===== config.mk =====
export PLATFORM = sky130hd
export DESIGN_NAME = operand_loader
export DESIGN_NICKNAME = d
export VERILOG_FILES = /design/src/rtl/operand_loader_pkg.sv /design/src/rtl/operand_loader_btn_debouncer.sv /design/src/rtl/operand_loader.sv
export SDC_FILE = /design/constraint.sdc
export NUM_CORES = 1
export LEC_CHECK = 0
export BUFFER_PORTS_ARGS = -buffer_cell sky130_fd_sc_hd__buf_2
export CAP_MARGIN = 30
export CORE_ASPECT_RATIO = 0.7
export CORE_MARGIN = 3
export CORE_UTILIZATION = 39
export DETAILED_ROUTE_END_ITERATION = 10
export GPL_TIMING_DRIVEN = 1
export PLACE_DENSITY_LB_ADDON = 0.3
export SYNTH_ARGS = -nofsm -noshare
export SYNTH_HDL_FRONTEND = slang
export SYNTH_SLANG_ARGS = --single-unit

===== constraint.sdc =====
create_clock -name i_clock -period 2.8 [get_ports i_clock]
set_clock_uncertainty 0.05 [all_clocks]
set_input_delay 0.42 -clock i_clock [delete_from_list [all_inputs] [get_ports i_clock]]
set_output_delay 0.42 -clock i_clock [all_outputs]
set_load 0.005 [all_outputs]

===== src/rtl/operand_loader_pkg.sv =====
// Shared definitions for the ALU operand front end.
// Opcode encodings, default widths and load-flag bit positions.
package operand_loader_pkg;

  localparam int DEF_DATA_WIDTH = 8;
  localparam int DEF_OP_WIDTH   = 6;

  localparam logic [5:0] OP_ADD = 6'b100000;
  localparam logic [5:0] OP_SUB = 6'b100010;
  localparam logic [5:0] OP_AND = 6'b100100;
  localparam logic [5:0] OP_OR  = 6'b100101;
  localparam logic [5:0] OP_XOR = 6'b100110;
  localparam logic [5:0] OP_SRA = 6'b000011;
  localparam logic [5:0] OP_SRL = 6'b000010;
  localparam logic [5:0] OP_NOR = 6'b100111;

  // Bit positions inside o_loaded = {op, b, a}
  localparam int LD_A  = 0;
  localparam int LD_B  = 1;
  localparam int LD_OP = 2;

  typedef struct packed {
    logic op;
    logic b;
    logic a;
  } press_t;

  // Counter width that can hold 0 .. n-1 (at least one bit)
  function automatic int cnt_width(input int n);
    return (n > 2) ? $clog2(n) : 1;
  endfunction

endpackage


===== src/rtl/operand_loader_btn_debouncer.sv =====
// One button conditioner: 2-flop sync, counter debouncer, rise detect.
// Ports: i_clock, i_reset, i_btn (raw) -> o_press (1-cycle pulse).
module btn_debouncer
  import operand_loader_pkg::*;
#(
  parameter int DEBOUNCE_CYCLES = 1_000_000
) (
  input  logic i_clock,
  input  logic i_reset,
  input  logic i_btn,
  output logic o_press
);

  localparam int CW = cnt_width(DEBOUNCE_CYCLES);
  localparam logic [CW-1:0] LAST = CW'(DEBOUNCE_CYCLES - 1);

  logic          sync1_q, sync1_d;
  logic          sync2_q, sync2_d;
  logic          deb_q, deb_d;
  logic          deb_dly_q, deb_dly_d;
  logic [CW-1:0] cnt_q, cnt_d;

  always_comb begin
    sync1_d   = i_btn;
    sync2_d   = sync1_q;
    deb_dly_d = deb_q;
    deb_d     = deb_q;
    cnt_d     = cnt_q;
    if (sync2_q == deb_q) begin
      // any disagreement shorter than the window is forgotten
      cnt_d = '0;
    end else if (cnt_q == LAST) begin
      deb_d = sync2_q;
      cnt_d = '0;
    end else begin
      cnt_d = cnt_q + 1'b1;
    end
  end

  always_ff @(posedge i_clock or posedge i_reset) begin
    if (i_reset) begin
      sync1_q   <= 1'b0;
      sync2_q   <= 1'b0;
      deb_q     <= 1'b0;
      deb_dly_q <= 1'b0;
      cnt_q     <= '0;
    end else begin
      sync1_q   <= sync1_d;
      sync2_q   <= sync2_d;
      deb_q     <= deb_d;
      deb_dly_q <= deb_dly_d;
      cnt_q     <= cnt_d;
    end
  end

  assign o_press = deb_q & ~deb_dly_q;

endmodule


===== src/rtl/operand_loader.sv =====
// Latches the switch bank into operand A/B and opcode on button presses.
// Ports: i_clock, i_reset, i_sw, i_btn_{a,b,op} -> o_data_a/b, o_op,
// o_loaded {op,b,a}, o_valid (all loaded), o_update (fresh-inputs pulse).
module operand_loader
  import operand_loader_pkg::*;
#(
  parameter int DATA_WIDTH      = DEF_DATA_WIDTH,
  parameter int OP_WIDTH        = DEF_OP_WIDTH,
  parameter int DEBOUNCE_CYCLES = 1_000_000
) (
  input  logic                  i_clock,
  input  logic                  i_reset,
  input  logic [DATA_WIDTH-1:0] i_sw,
  input  logic                  i_btn_a,
  input  logic                  i_btn_b,
  input  logic                  i_btn_op,
  output logic [DATA_WIDTH-1:0] o_data_a,
  output logic [DATA_WIDTH-1:0] o_data_b,
  output logic [OP_WIDTH-1:0]   o_op,
  output logic [2:0]            o_loaded,
  output logic                  o_valid,
  output logic                  o_update
);

  press_t press;

  btn_debouncer #(.DEBOUNCE_CYCLES(DEBOUNCE_CYCLES)) u_deb_a (
    .i_clock (i_clock),
    .i_reset (i_reset),
    .i_btn   (i_btn_a),
    .o_press (press.a)
  );

  btn_debouncer #(.DEBOUNCE_CYCLES(DEBOUNCE_CYCLES)) u_deb_b (
    .i_clock (i_clock),
    .i_reset (i_reset),
    .i_btn   (i_btn_b),
    .o_press (press.b)
  );

  btn_debouncer #(.DEBOUNCE_CYCLES(DEBOUNCE_CYCLES)) u_deb_op (
    .i_clock (i_clock),
    .i_reset (i_reset),
    .i_btn   (i_btn_op),
    .o_press (press.op)
  );

  logic [DATA_WIDTH-1:0] data_a_q, data_a_d;
  logic [DATA_WIDTH-1:0] data_b_q, data_b_d;
  logic [OP_WIDTH-1:0]   op_q, op_d;
  logic [2:0]            loaded_q, loaded_d;
  logic                  wr_q, wr_d;
  logic                  upd_q, upd_d;

  always_comb begin
    data_a_d = data_a_q;
    data_b_d = data_b_q;
    op_d     = op_q;
    loaded_d = loaded_q;
    wr_d     = press.a | press.b | press.op;
    // wr_q marks the edge a register was written; loaded_q then
    // already holds the post-write flags.
    upd_d    = wr_q & (&loaded_q);
    if (press.a) begin
      data_a_d       = i_sw;
      loaded_d[LD_A] = 1'b1;
    end
    if (press.b) begin
      data_b_d       = i_sw;
      loaded_d[LD_B] = 1'b1;
    end
    if (press.op) begin
      op_d            = i_sw[OP_WIDTH-1:0];
      loaded_d[LD_OP] = 1'b1;
    end
  end

  always_ff @(posedge i_clock or posedge i_reset) begin
    if (i_reset) begin
      data_a_q <= '0;
      data_b_q <= '0;
      op_q     <= '0;
      loaded_q <= '0;
      wr_q     <= 1'b0;
      upd_q    <= 1'b0;
    end else begin
      data_a_q <= data_a_d;
      data_b_q <= data_b_d;
      op_q     <= op_d;
      loaded_q <= loaded_d;
      wr_q     <= wr_d;
      upd_q    <= upd_d;
    end
  end

  assign o_data_a = data_a_q;
  assign o_data_b = data_b_q;
  assign o_op     = op_q;
  assign o_loaded = loaded_q;
  assign o_valid  = &loaded_q;
  assign o_update = upd_q;

endmodule


### Word level (Yosys, flattened, before mapping)

Cells that the tools add are included.

* bits in registers: 99
* latch bits: 0
* RAM bits: 0
* ROM bits: 0
* logic and storage cells: 54
* memories kept: 0

* add/subtract/negate cells: 3
* $mul: 0
* div/mod/pow operators: 0
* order comparisons: 0
* equality and inequality tests: 6
* shift-type cells: 0
* muxes and demuxes: 6
* bitwise logic cells: 12
* reduce and logical (&&, ||, !) cells: 4

Operators with widths (count)
* $mux W20: 6
* $add A20 B1 Y20 const B: 3
* $eq A20 B20 Y1 const B: 3
* $not A1 Y1: 6
* $reduce_and A2 Y1: 3
* $and A1 B1 Y1: 4
* $eq A1 B1 Y1: 3
* $reduce_and A3 Y1: 1
* $or A1 B1 Y1: 2

### Logic depth before layout (Yosys ltp)

Gate-level depths: netlist of run 1.

* word-level depth: 4
* gate-level depth with buffers: 6
* depth with buffers taken out: 5

### Modules after synthesis

A second synthesis of run 1 with hierarchy kept.

* cells, all modules: 389
* area, all modules: 4540.6 um2

By module, submodules not included
* btn_debouncer: times used 3, cells an instance 110, area each 1181.1 um2, seq. area each 600.6 um2
* operand_loader: times used 1, cells an instance 59, area each 997.2 um2, seq. area each 675.6 um2

### Worst setup path before layout of run 1

Ideal clock, no wire load.

* path type: register to register
* start: register u_deb_b.cnt_q[13]
* end: register u_deb_b.deb_q, in the netlist u_deb_b.deb_dly_d
* library setup time: 128 ps
* arrival: 1855 ps
* required time: 2622 ps
* slack: 768 ps
* cell stages (with the launch flop): 5
* buffers on the path: 0
* path through: dfrtp_1 -> or4_1 -> or4_4 -> nor2_1 -> mux2_1

* longest elaborated chain between the ends: 2

RTL lines
* start, declared: RTL line operand_loader_btn_debouncer.sv:21 `logic [CW-1:0] cnt_q, cnt_d;`
* start signal, assigned: RTL line operand_loader_btn_debouncer.sv:52 `cnt_q <= cnt_d;`
* $eq A20 B20 Y1: RTL line operand_loader_btn_debouncer.sv:32 `end else if (cnt_q == LAST) begin`
* $reduce_and A2 Y1 (no line)
* end signal, assigned: RTL line operand_loader_btn_debouncer.sv:44 `deb_q <= 1'b0;`
* end signal, assigned: RTL line operand_loader_btn_debouncer.sv:50 `deb_q <= deb_d;`
* end, declared: RTL line operand_loader_btn_debouncer.sv:19 `logic deb_q, deb_d;`

No other way between the ends.
A chain may end at the register's enable or synchronous reset.

### Worst setup path in the final report of run 1

* start: register u_deb_b.cnt_q[12]
* end: register u_deb_b.deb_q, in the netlist u_deb_b.deb_dly_d

The elaborated chain is that of the path after synthesis.

==> impl_metrics.toml, run 1 <==
[timing]
setup_tns_ps = 0
rsz_0062_raised_after_global_routing = "no"
final.min_clock_period_ps = 2120
period_share_pct = 75.8
fmaxAchievable_ghz = 0.471
slew_violations = 0
max_slew.worst_pin.slew_ps = 675
finalSetupViolations = 0
final-hold-violation-count = 0
relative_max_transition_margin_pct = 54.6

[synth]
ys_seq_elements = 99
synth_cell_types = 38
synth_top_family_by_area = "simple AND/OR/NAND/NOR gates"
yosys.area_share.xor_xnor_pct = 8.38
synth_compound_gate_area_share_pct = 4.59
yosys.cell_count.top_type = "sky130_fd_sc_hd__dfrtp_1"
post_synth_fa_ha_maj_area_fraction_pct = 0.855
synth_top_flop_cell = "sky130_fd_sc_hd__dfrtp_1"
post_synth_and_or_nand_nor_area_fraction_pct = 22.8
synthMuxAreaShare_pct = 4.36
yosysSeqAreaShare_pct = 56.5
synthesis.area_um2 = 4390
synth.top_cell.area_share_pct = 56.5
netlist_top_cells_area = "sky130_fd_sc_hd__dfrtp_1 (56%), sky130_fd_sc_hd__xnor2_1 (5.6%), sky130_fd_sc_hd__nor2_1 (4.4%), sky130_fd_sc_hd__mux2_2 (4.1%), sky130_fd_sc_hd__nand2_1 (3.8%)"
number_of_nets_produced_by_synthesis = 433
number_of_instances_in_the_synthesized_netlist = 417
yosys_warnings = 0
postSynthAreaPerCell_um2 = 10.5
number_of_enable_flip_flop_cells_after_synthesis = 0
synthArstFlopShare_pct = 100
synth.top_cells.by_count = "sky130_fd_sc_hd__dfrtp_1 (99), sky130_fd_sc_hd__nor2_1 (51), sky130_fd_sc_hd__nand2_1 (44), sky130_fd_sc_hd__xnor2_1 (28), sky130_fd_sc_hd__nand3_1 (23)"
synth.largest_area_cell = "sky130_fd_sc_hd__dfrtp_1"

[finish]
synthToLayoutAreaGrowth_pct = 15.7
nets = 478
drive_above_1_share_pct = 19.3
final.fill_count = 958
n_antenna_cell = 0

[critical_path]
worstSetupPathType = "flip-flop to flip-flop"
setup.worst_path.end_class = "flip-flop"
path_delay_family = "simple AND/OR/NAND/NOR gates"
worst_ep_required_time_ps = 2980
crit_path_max_incr_delay_ps = 550
worstPathArrival_ps = 2300
worstPathCellList = "or4_1 > or4_4 > nor2_1 > mux2_1"
worst_setup_path_start_kind = "flip-flop"
cp.buffers_inverters = 0
critical-path-slowest-cell = "sky130_fd_sc_hd__or4_4"
critical_path.max_fanout = 5

[global_route]
grt_remaining_overflow = 0
grt_pass1_vias = 3152
grt_max_degree = 52
antenna_violations_before_repair = 0
grtUsageTotal_pct = 14.9
grt_first_pass_wirelength_um = 15000

[clock_tree]
cts_hold_buf = 0
clkLatencyLatePin_ps = 340
post_cts_buffers = 0
cts_htree_levels = 3
ctsResizeCount = 0
clock_tree.buffer_depth = 2
cts_num_sinks = 99
clockRootBuffer = "sky130_fd_sc_hd__clkbuf_16"
cts_made_buffers = 9
tritoncts = "built"
clkSlewWorstSetupHoldPaths_ps = 70

[outcome]
status = "completed"

[pwr]
power_per_cell_area_nw_per_um2 = 543
irDropWorstVdd_mv = 0.287
totalPowerFinal_mw = 2.76
p_leak_nw = 2.14

[flow_run]
max_cap_violations = 0

[die]
rows = 31
core_area_um2 = 10700
floorplan.io_pins = 40
start_util_pct = 41.1
die-area_um2 = 12600
dieWidth_um = 133
die_y_um = 94.7

[drt]
detailedRoute.firstIterationViolations = 189
route.detailed.drc = 0
wl_per_cell_um = 14.0
route.vias.total = 3162
drt_total_wl_um = 8620
ant_nets = 0
first_pass_iters = 4
detail_route.vias_per_cell = 5.14

[place]
post-dp-hpwl_um = 6160
quantity_of_i_o_buffers_inserted_on_ports = 39
globalplace.congestion = 0.840

[hold_path]
hold_path.class = "primary input to asynchronous set/reset pin"
path summary, 6_finish.rpt:
kind / depth (start not counted) / to / startpoint / slack, ps
worst max register to register: 4 / u_deb_b.deb_dly_d / u_deb_b.cnt_q[12] / 680
worst max-delay path: 4 / u_deb_b.deb_dly_d / u_deb_b.cnt_q[12] / 680
max in group asynchronous: 3 / u_deb_a.cnt_q[0] / i_reset / 1910
min in group i_clock: 1 / u_deb_op.sync1_q / i_btn_op / 130
worst min register to register: 0 / u_deb_op.sync2_q / u_deb_op.sync1_q / 300
worst min-delay path: 2 / u_deb_b.cnt_q[14] / i_reset / 70
cell usage in the layout, fill, tap and decap left out, types with 11 or more instances in the layout:
master,Yosys,routed
sky130_fd_sc_hd__nand2_1,44,44
sky130_fd_sc_hd__xor2_1,14,14
sky130_fd_sc_hd__mux2_2,16,16
sky130_fd_sc_hd__dfrtp_1,99,99
sky130_fd_sc_hd__xnor2_1,28,28
sky130_fd_sc_hd__nor4_1,12,12
sky130_fd_sc_hd__a21oi_1,15,15
sky130_fd_sc_hd__inv_1,12,11
sky130_fd_sc_hd__nand3_1,23,23
sky130_fd_sc_hd__nor3_1,12,12
sky130_fd_sc_hd__nor2_1,51,51
sky130_fd_sc_hd__buf_2,0,39
sky130_fd_sc_hd__nand4_1,14,14
flip-flops by register name, summed over array words and instances, names as in the netlist:
register and flops:
u_deb_b.sync2_q 1, wr_q 1, u_deb_b.deb_dly_d 1, u_deb_b.sync1_q 1, o_data_a 8, u_deb_op.sync2_q 1
u_deb_op.cnt_q 20, u_deb_op.deb_dly_q 1, o_loaded 3, u_deb_a.cnt_q 20, o_update 1, u_deb_a.deb_dly_d 1
u_deb_a.sync2_q 1, u_deb_b.deb_dly_q 1, u_deb_b.cnt_q 20, u_deb_op.sync1_q 1, u_deb_a.deb_dly_q 1, o_op 6
o_data_b 8, u_deb_op.deb_dly_d 1, u_deb_a.sync1_q 1
metal layers:
layer	wire, um	part of all wire (%)	vias up	global-route usage [%]
met3	361	4.2	12	4.10
met1	4500	52	1550	21.2
met2	3630	42	54	21.8
met4	126	1.5	0	5.45
li1	-	-	1546	-
met5	0	0	-	0
where the power goes:
part / leakage (nW) / switching (mW) / internal, mW
sequential: 1.29 / 0.0184 / 1.45
combinational: 0.709 / 0.0655 / 0.0409
clock: 0.146 / 0.525 / 0.654
total: 2.14 / 0.609 / 2.15
per-stage QoR:
stage | instances | worst slack [ps] | utilization [%] | area [um^2] | hold slack, ps
3_5_place_dp | 599 | 684 | 44.9 | 4790 | 285
3_3_place_gp | 599 | 721 | 44.9 | 4790 | 284
6_report | 615 | 677 | 47.6 | 5080 | 67.4
5_1_grt | 615 | 593 | 47.6 | 5080 | 102
2_1_floorplan | 417 | 768 | - | 4390 | 281
4_1_cts | 615 | 675 | 47.6 | 5080 | 83.2
cell type report:
type	count	area, um^2	share of cell area (%)
multi-input combinational	293	1810	35.6
inverter	12	48.8	0.961
sequential	99	2480	48.8
clock inverter	5	36.3	0.714
tap	148	185	3.65
timing repair buffer	47	268	5.27
clock buffer	11	253	4.98
cell families after synthesis:
kind of cell             after synthesis
XOR/XNOR                              42
flip-flops                            99
multiplexers                          17
buffers and inverters                 25
adder cells (fa/ha/maj)                3
AO/OA/AOI/OAI                         33
AND/OR/NAND/NOR                      198
(Power assumes the default switching activity.)
==> inputs of run 2 (changes only) <==
--- a/config.mk
+++ b/config.mk
@@ -5,6 +5,7 @@
 export SDC_FILE = /design/constraint.sdc
 export NUM_CORES = 1
 export LEC_CHECK = 0
+export ABC_AREA = 1
 export BUFFER_PORTS_ARGS = -buffer_cell sky130_fd_sc_hd__buf_2
 export CAP_MARGIN = 30
 export CORE_ASPECT_RATIO = 0.7
==> constraint.sdc (replaced) <==
create_clock -name i_clock -period 1.82 [get_ports i_clock]
set_clock_uncertainty 0.05 [all_clocks]
set_input_delay 0.273 -clock i_clock [delete_from_list [all_inputs] [get_ports i_clock]]
set_output_delay 0.273 -clock i_clock [all_outputs]
set_load 0.005 [all_outputs]
==> impl_metrics.toml, run 2 <==
[drt]
detailedRoute.firstIterationViolations = 306
drt_total_wl_um = 9580
ant_nets = 0
route.vias.total = 3632
detail_route.wirelength.met1_um = 4990
wl_per_cell_um = 12.5
route.detailed.drc = 0
detail_route.vias_per_cell = 4.75
highest-signal-layer = "met4"
route.met2.wl_um = 3890
met3WireLength_um = 628
first_pass_iters = 5

[die]
die_y_um = 98.0
die-area_um2 = 13500
rows = 32
core_area_um2 = 11400
start_util_pct = 41.3
dieWidth_um = 137
floorplan.io_pins = 40

[timing]
final-hold-violation-count = 0
rsz_0062_raised_after_global_routing = "no"
setup_tns_ps = 0
fmaxAchievable_ghz = 0.602
period_share_pct = 91.2
hold_ws_ps = 20.6
final.min_clock_period_ps = 1660
relative_max_transition_margin_pct = 61.2
slew_violations = 0
max_slew.worst_pin.slew_ps = 583
finalSetupViolations = 0

[critical_path]
worstPathCellList = "ha_1 > nand2_1 > nor2_4 > nand2_2 > nor2_2 > a21oi_2 > inv_2 > nor2_1"
critical-path-slowest-cell = "sky130_fd_sc_hd__dfrtp_1"
timing.rr.start = "u_deb_op.cnt_q[0]"
startpoint = "u_deb_op.cnt_q[0]"
worst_ep_required_time_ps = 2030
worstSetupPathType = "flip-flop to flip-flop"
path_delay_family = "simple AND/OR/NAND/NOR gates"
critical_path.max_fanout = 7
worst_setup_path_start_kind = "flip-flop"
crit_path_max_incr_delay_ps = 410
worstPathArrival_ps = 1870
cp.buffers_inverters = 1
setup.worst_path.end_class = "flip-flop"

[pwr]
irDropWorstVdd_mv = 0.451
totalPowerFinal_mw = 4.20
power_per_cell_area_nw_per_um2 = 775
p_leak_nw = 2.39

[finish]
n_antenna_cell = 0
seq_area_um2 = 2480
drive_above_1_share_pct = 15.2
area_occupied_by_multi_input_gates_um2 = 1990
synthToLayoutAreaGrowth_pct = 14.8
nets = 623
fin_util_pct = 47.4
layout.cells.most_common = "sky130_fd_sc_hd__nor2_1"
final.fill_count = 1077
mostFrequentLayoutCells = "sky130_fd_sc_hd__nor2_1 (126), sky130_fd_sc_hd__nand2_1 (105), sky130_fd_sc_hd__dfrtp_1 (99)"
largest_registers = "u_deb_a.cnt_q (20), u_deb_b.cnt_q (20), u_deb_op.cnt_q (20)"

[clock_tree]
cts_made_buffers = 9
clock_tree.buffer_depth = 2
clkLatencyLatePin_ps = 340
cts_num_sinks = 99
clkSlewWorstSetupHoldPaths_ps = 70
ctsResizeCount = 0
clockRootBuffer = "sky130_fd_sc_hd__clkbuf_16"
tritoncts = "built"
cts_htree_levels = 3

[synth]
postSynthAreaPerCell_um2 = 8.48
synth_cell_types = 30
number_of_enable_flip_flop_cells_after_synthesis = 0
number_of_instances_in_the_synthesized_netlist = 556
synth_compound_gate_area_share_pct = 3.90
synth.top_cells.by_count = "sky130_fd_sc_hd__nor2_1 (126), sky130_fd_sc_hd__nand2_1 (105), sky130_fd_sc_hd__dfrtp_1 (99), sky130_fd_sc_hd__inv_1 (52), sky130_fd_sc_hd__nand3_1 (42)"
synth_top_flop_cell = "sky130_fd_sc_hd__dfrtp_1"
synth_top_family_by_area = "simple AND/OR/NAND/NOR gates"
synth.top_cell.area_share_pct = 52.6
netlist_top_cells_area = "sky130_fd_sc_hd__dfrtp_1 (53%), sky130_fd_sc_hd__nor2_1 (10%), sky130_fd_sc_hd__nand2_1 (8.4%), sky130_fd_sc_hd__xor2_1 (4.6%), sky130_fd_sc_hd__nand3_1 (4.5%)"
synthMuxAreaShare_pct = 0
post_synth_and_or_nand_nor_area_fraction_pct = 30.7
synth.largest_area_cell = "sky130_fd_sc_hd__dfrtp_1"
number_of_nets_produced_by_synthesis = 572
synthArstFlopShare_pct = 100
yosys.cell_count.top_type = "sky130_fd_sc_hd__nor2_1"
post_synth_fa_ha_maj_area_fraction_pct = 0.796
yosys.area_share.xor_xnor_pct = 6.82
ys_seq_elements = 99
yosys_warnings = 0
yosysSeqAreaShare_pct = 52.6
synthesis.area_um2 = 4710

[global_route]
grt_remaining_overflow = 0
grtUsageTotal_pct = 15.5
grt_max_degree = 100
grt_pass1_vias = 3537
grt_first_pass_wirelength_um = 16900
antenna_violations_before_repair = 0

[place]
globalplace.congestion = 0.874
quantity_of_i_o_buffers_inserted_on_ports = 39
post-dp-hpwl_um = 7000

[flow_run]
max_cap_violations = 0

[hold_path]
hold_path.class = "primary input to asynchronous set/reset pin"

[outcome]
status = "completed"
## run 2: changes by cell type after synthesis, sizes merged, moves of 17 or more
| cell | before | now |
|---|---|---|
| nor2 | 51 | 139 |
| nand2 | 44 | 114 |
| inv | 12 | 53 |
| nand3 | 23 | 46 |
| o21ai | 6 | 28 |
| xnor2 | 28 | 9 |
| mux2 | 17 | 0 |
## run 2: kinds of logic (layout without fill, tap and decap cells)
logic type	Yosys count	in the layout
adders and majority gates	3	3
buffers and inverters	59	114
xor gates and xnor gates	35	35
and+or+nand+nor	325	325
AOI/OAI and AO/OA	35	35
DFF	99	99
## run 2: area by class of cell
type | instances | share of cell area [%]
Clock buffer | 10 | 4.42
Clock inverter | 5 | 0.832
Timing Repair Buffer | 46 | 4.95
Tap cell | 153 | 3.54
Multi-Input combinational cell | 398 | 36.7
Inverter | 53 | 3.75
Sequential cell | 99 | 45.8
## run 2: layer usage
metal | vias to the layer above | GRT usage (%)
li1 | 1840 | -
met1 | 1686 | 23.7
met2 | 98 | 22.1
met3 | 8 | 4.12
met4 | 0 | 3.60
met5 | - | 0
## run 2: worst register-to-register path, stage by stage (launching register included)
cell and delay [ps]:
sky130_fd_sc_hd__dfrtp_1 410, sky130_fd_sc_hd__ha_1 250, sky130_fd_sc_hd__nand2_1 130, sky130_fd_sc_hd__nor2_4 70, sky130_fd_sc_hd__nand2_2 80, sky130_fd_sc_hd__nor2_2 50, sky130_fd_sc_hd__a21oi_2 300, sky130_fd_sc_hd__inv_2 120
sky130_fd_sc_hd__nor2_1 140
## run 2: final timing paths
path                                      to  slack (ps)  depth (start not counted)
setup / recovery           u_deb_op.cnt_q[9]         160                          8
hold / removal                       o_op[1]          20                          3
setup reg to reg           u_deb_op.cnt_q[9]         160                          8
hold reg to reg             u_deb_op.sync2_q         300                          0
max in group asynchronous   u_deb_a.cnt_q[4]        1300                          3
min in group i_clock             o_data_b[7]         140                          3
## run 2: metrics by stage
| step | worst slack, ps | std cells | instance area [um^2] |
|---|---|---|---|
| after floorplan | 321 | 556 | 4720 |
| after CTS | 161 | 764 | 5410 |
| after global routing | 40.8 | 764 | 5410 |
| after global placement | 294 | 746 | 5100 |
| final | 159 | 764 | 5410 |
| after detailed placement | 180 | 746 | 5100 |
## run 2: power by group
group	switching, mW	internal, mW	leakage (nW)
sequential	0.0179	2.22	1.25
clock	0.836	0.979	0.137
combinational	0.0958	0.0458	1.00
total	0.950	3.25	2.39
## run 2: what timing repair did
item                      CTS  global route
setup buffers               0             0
hold endpoints to repair    3             0
hold buffers                3             0
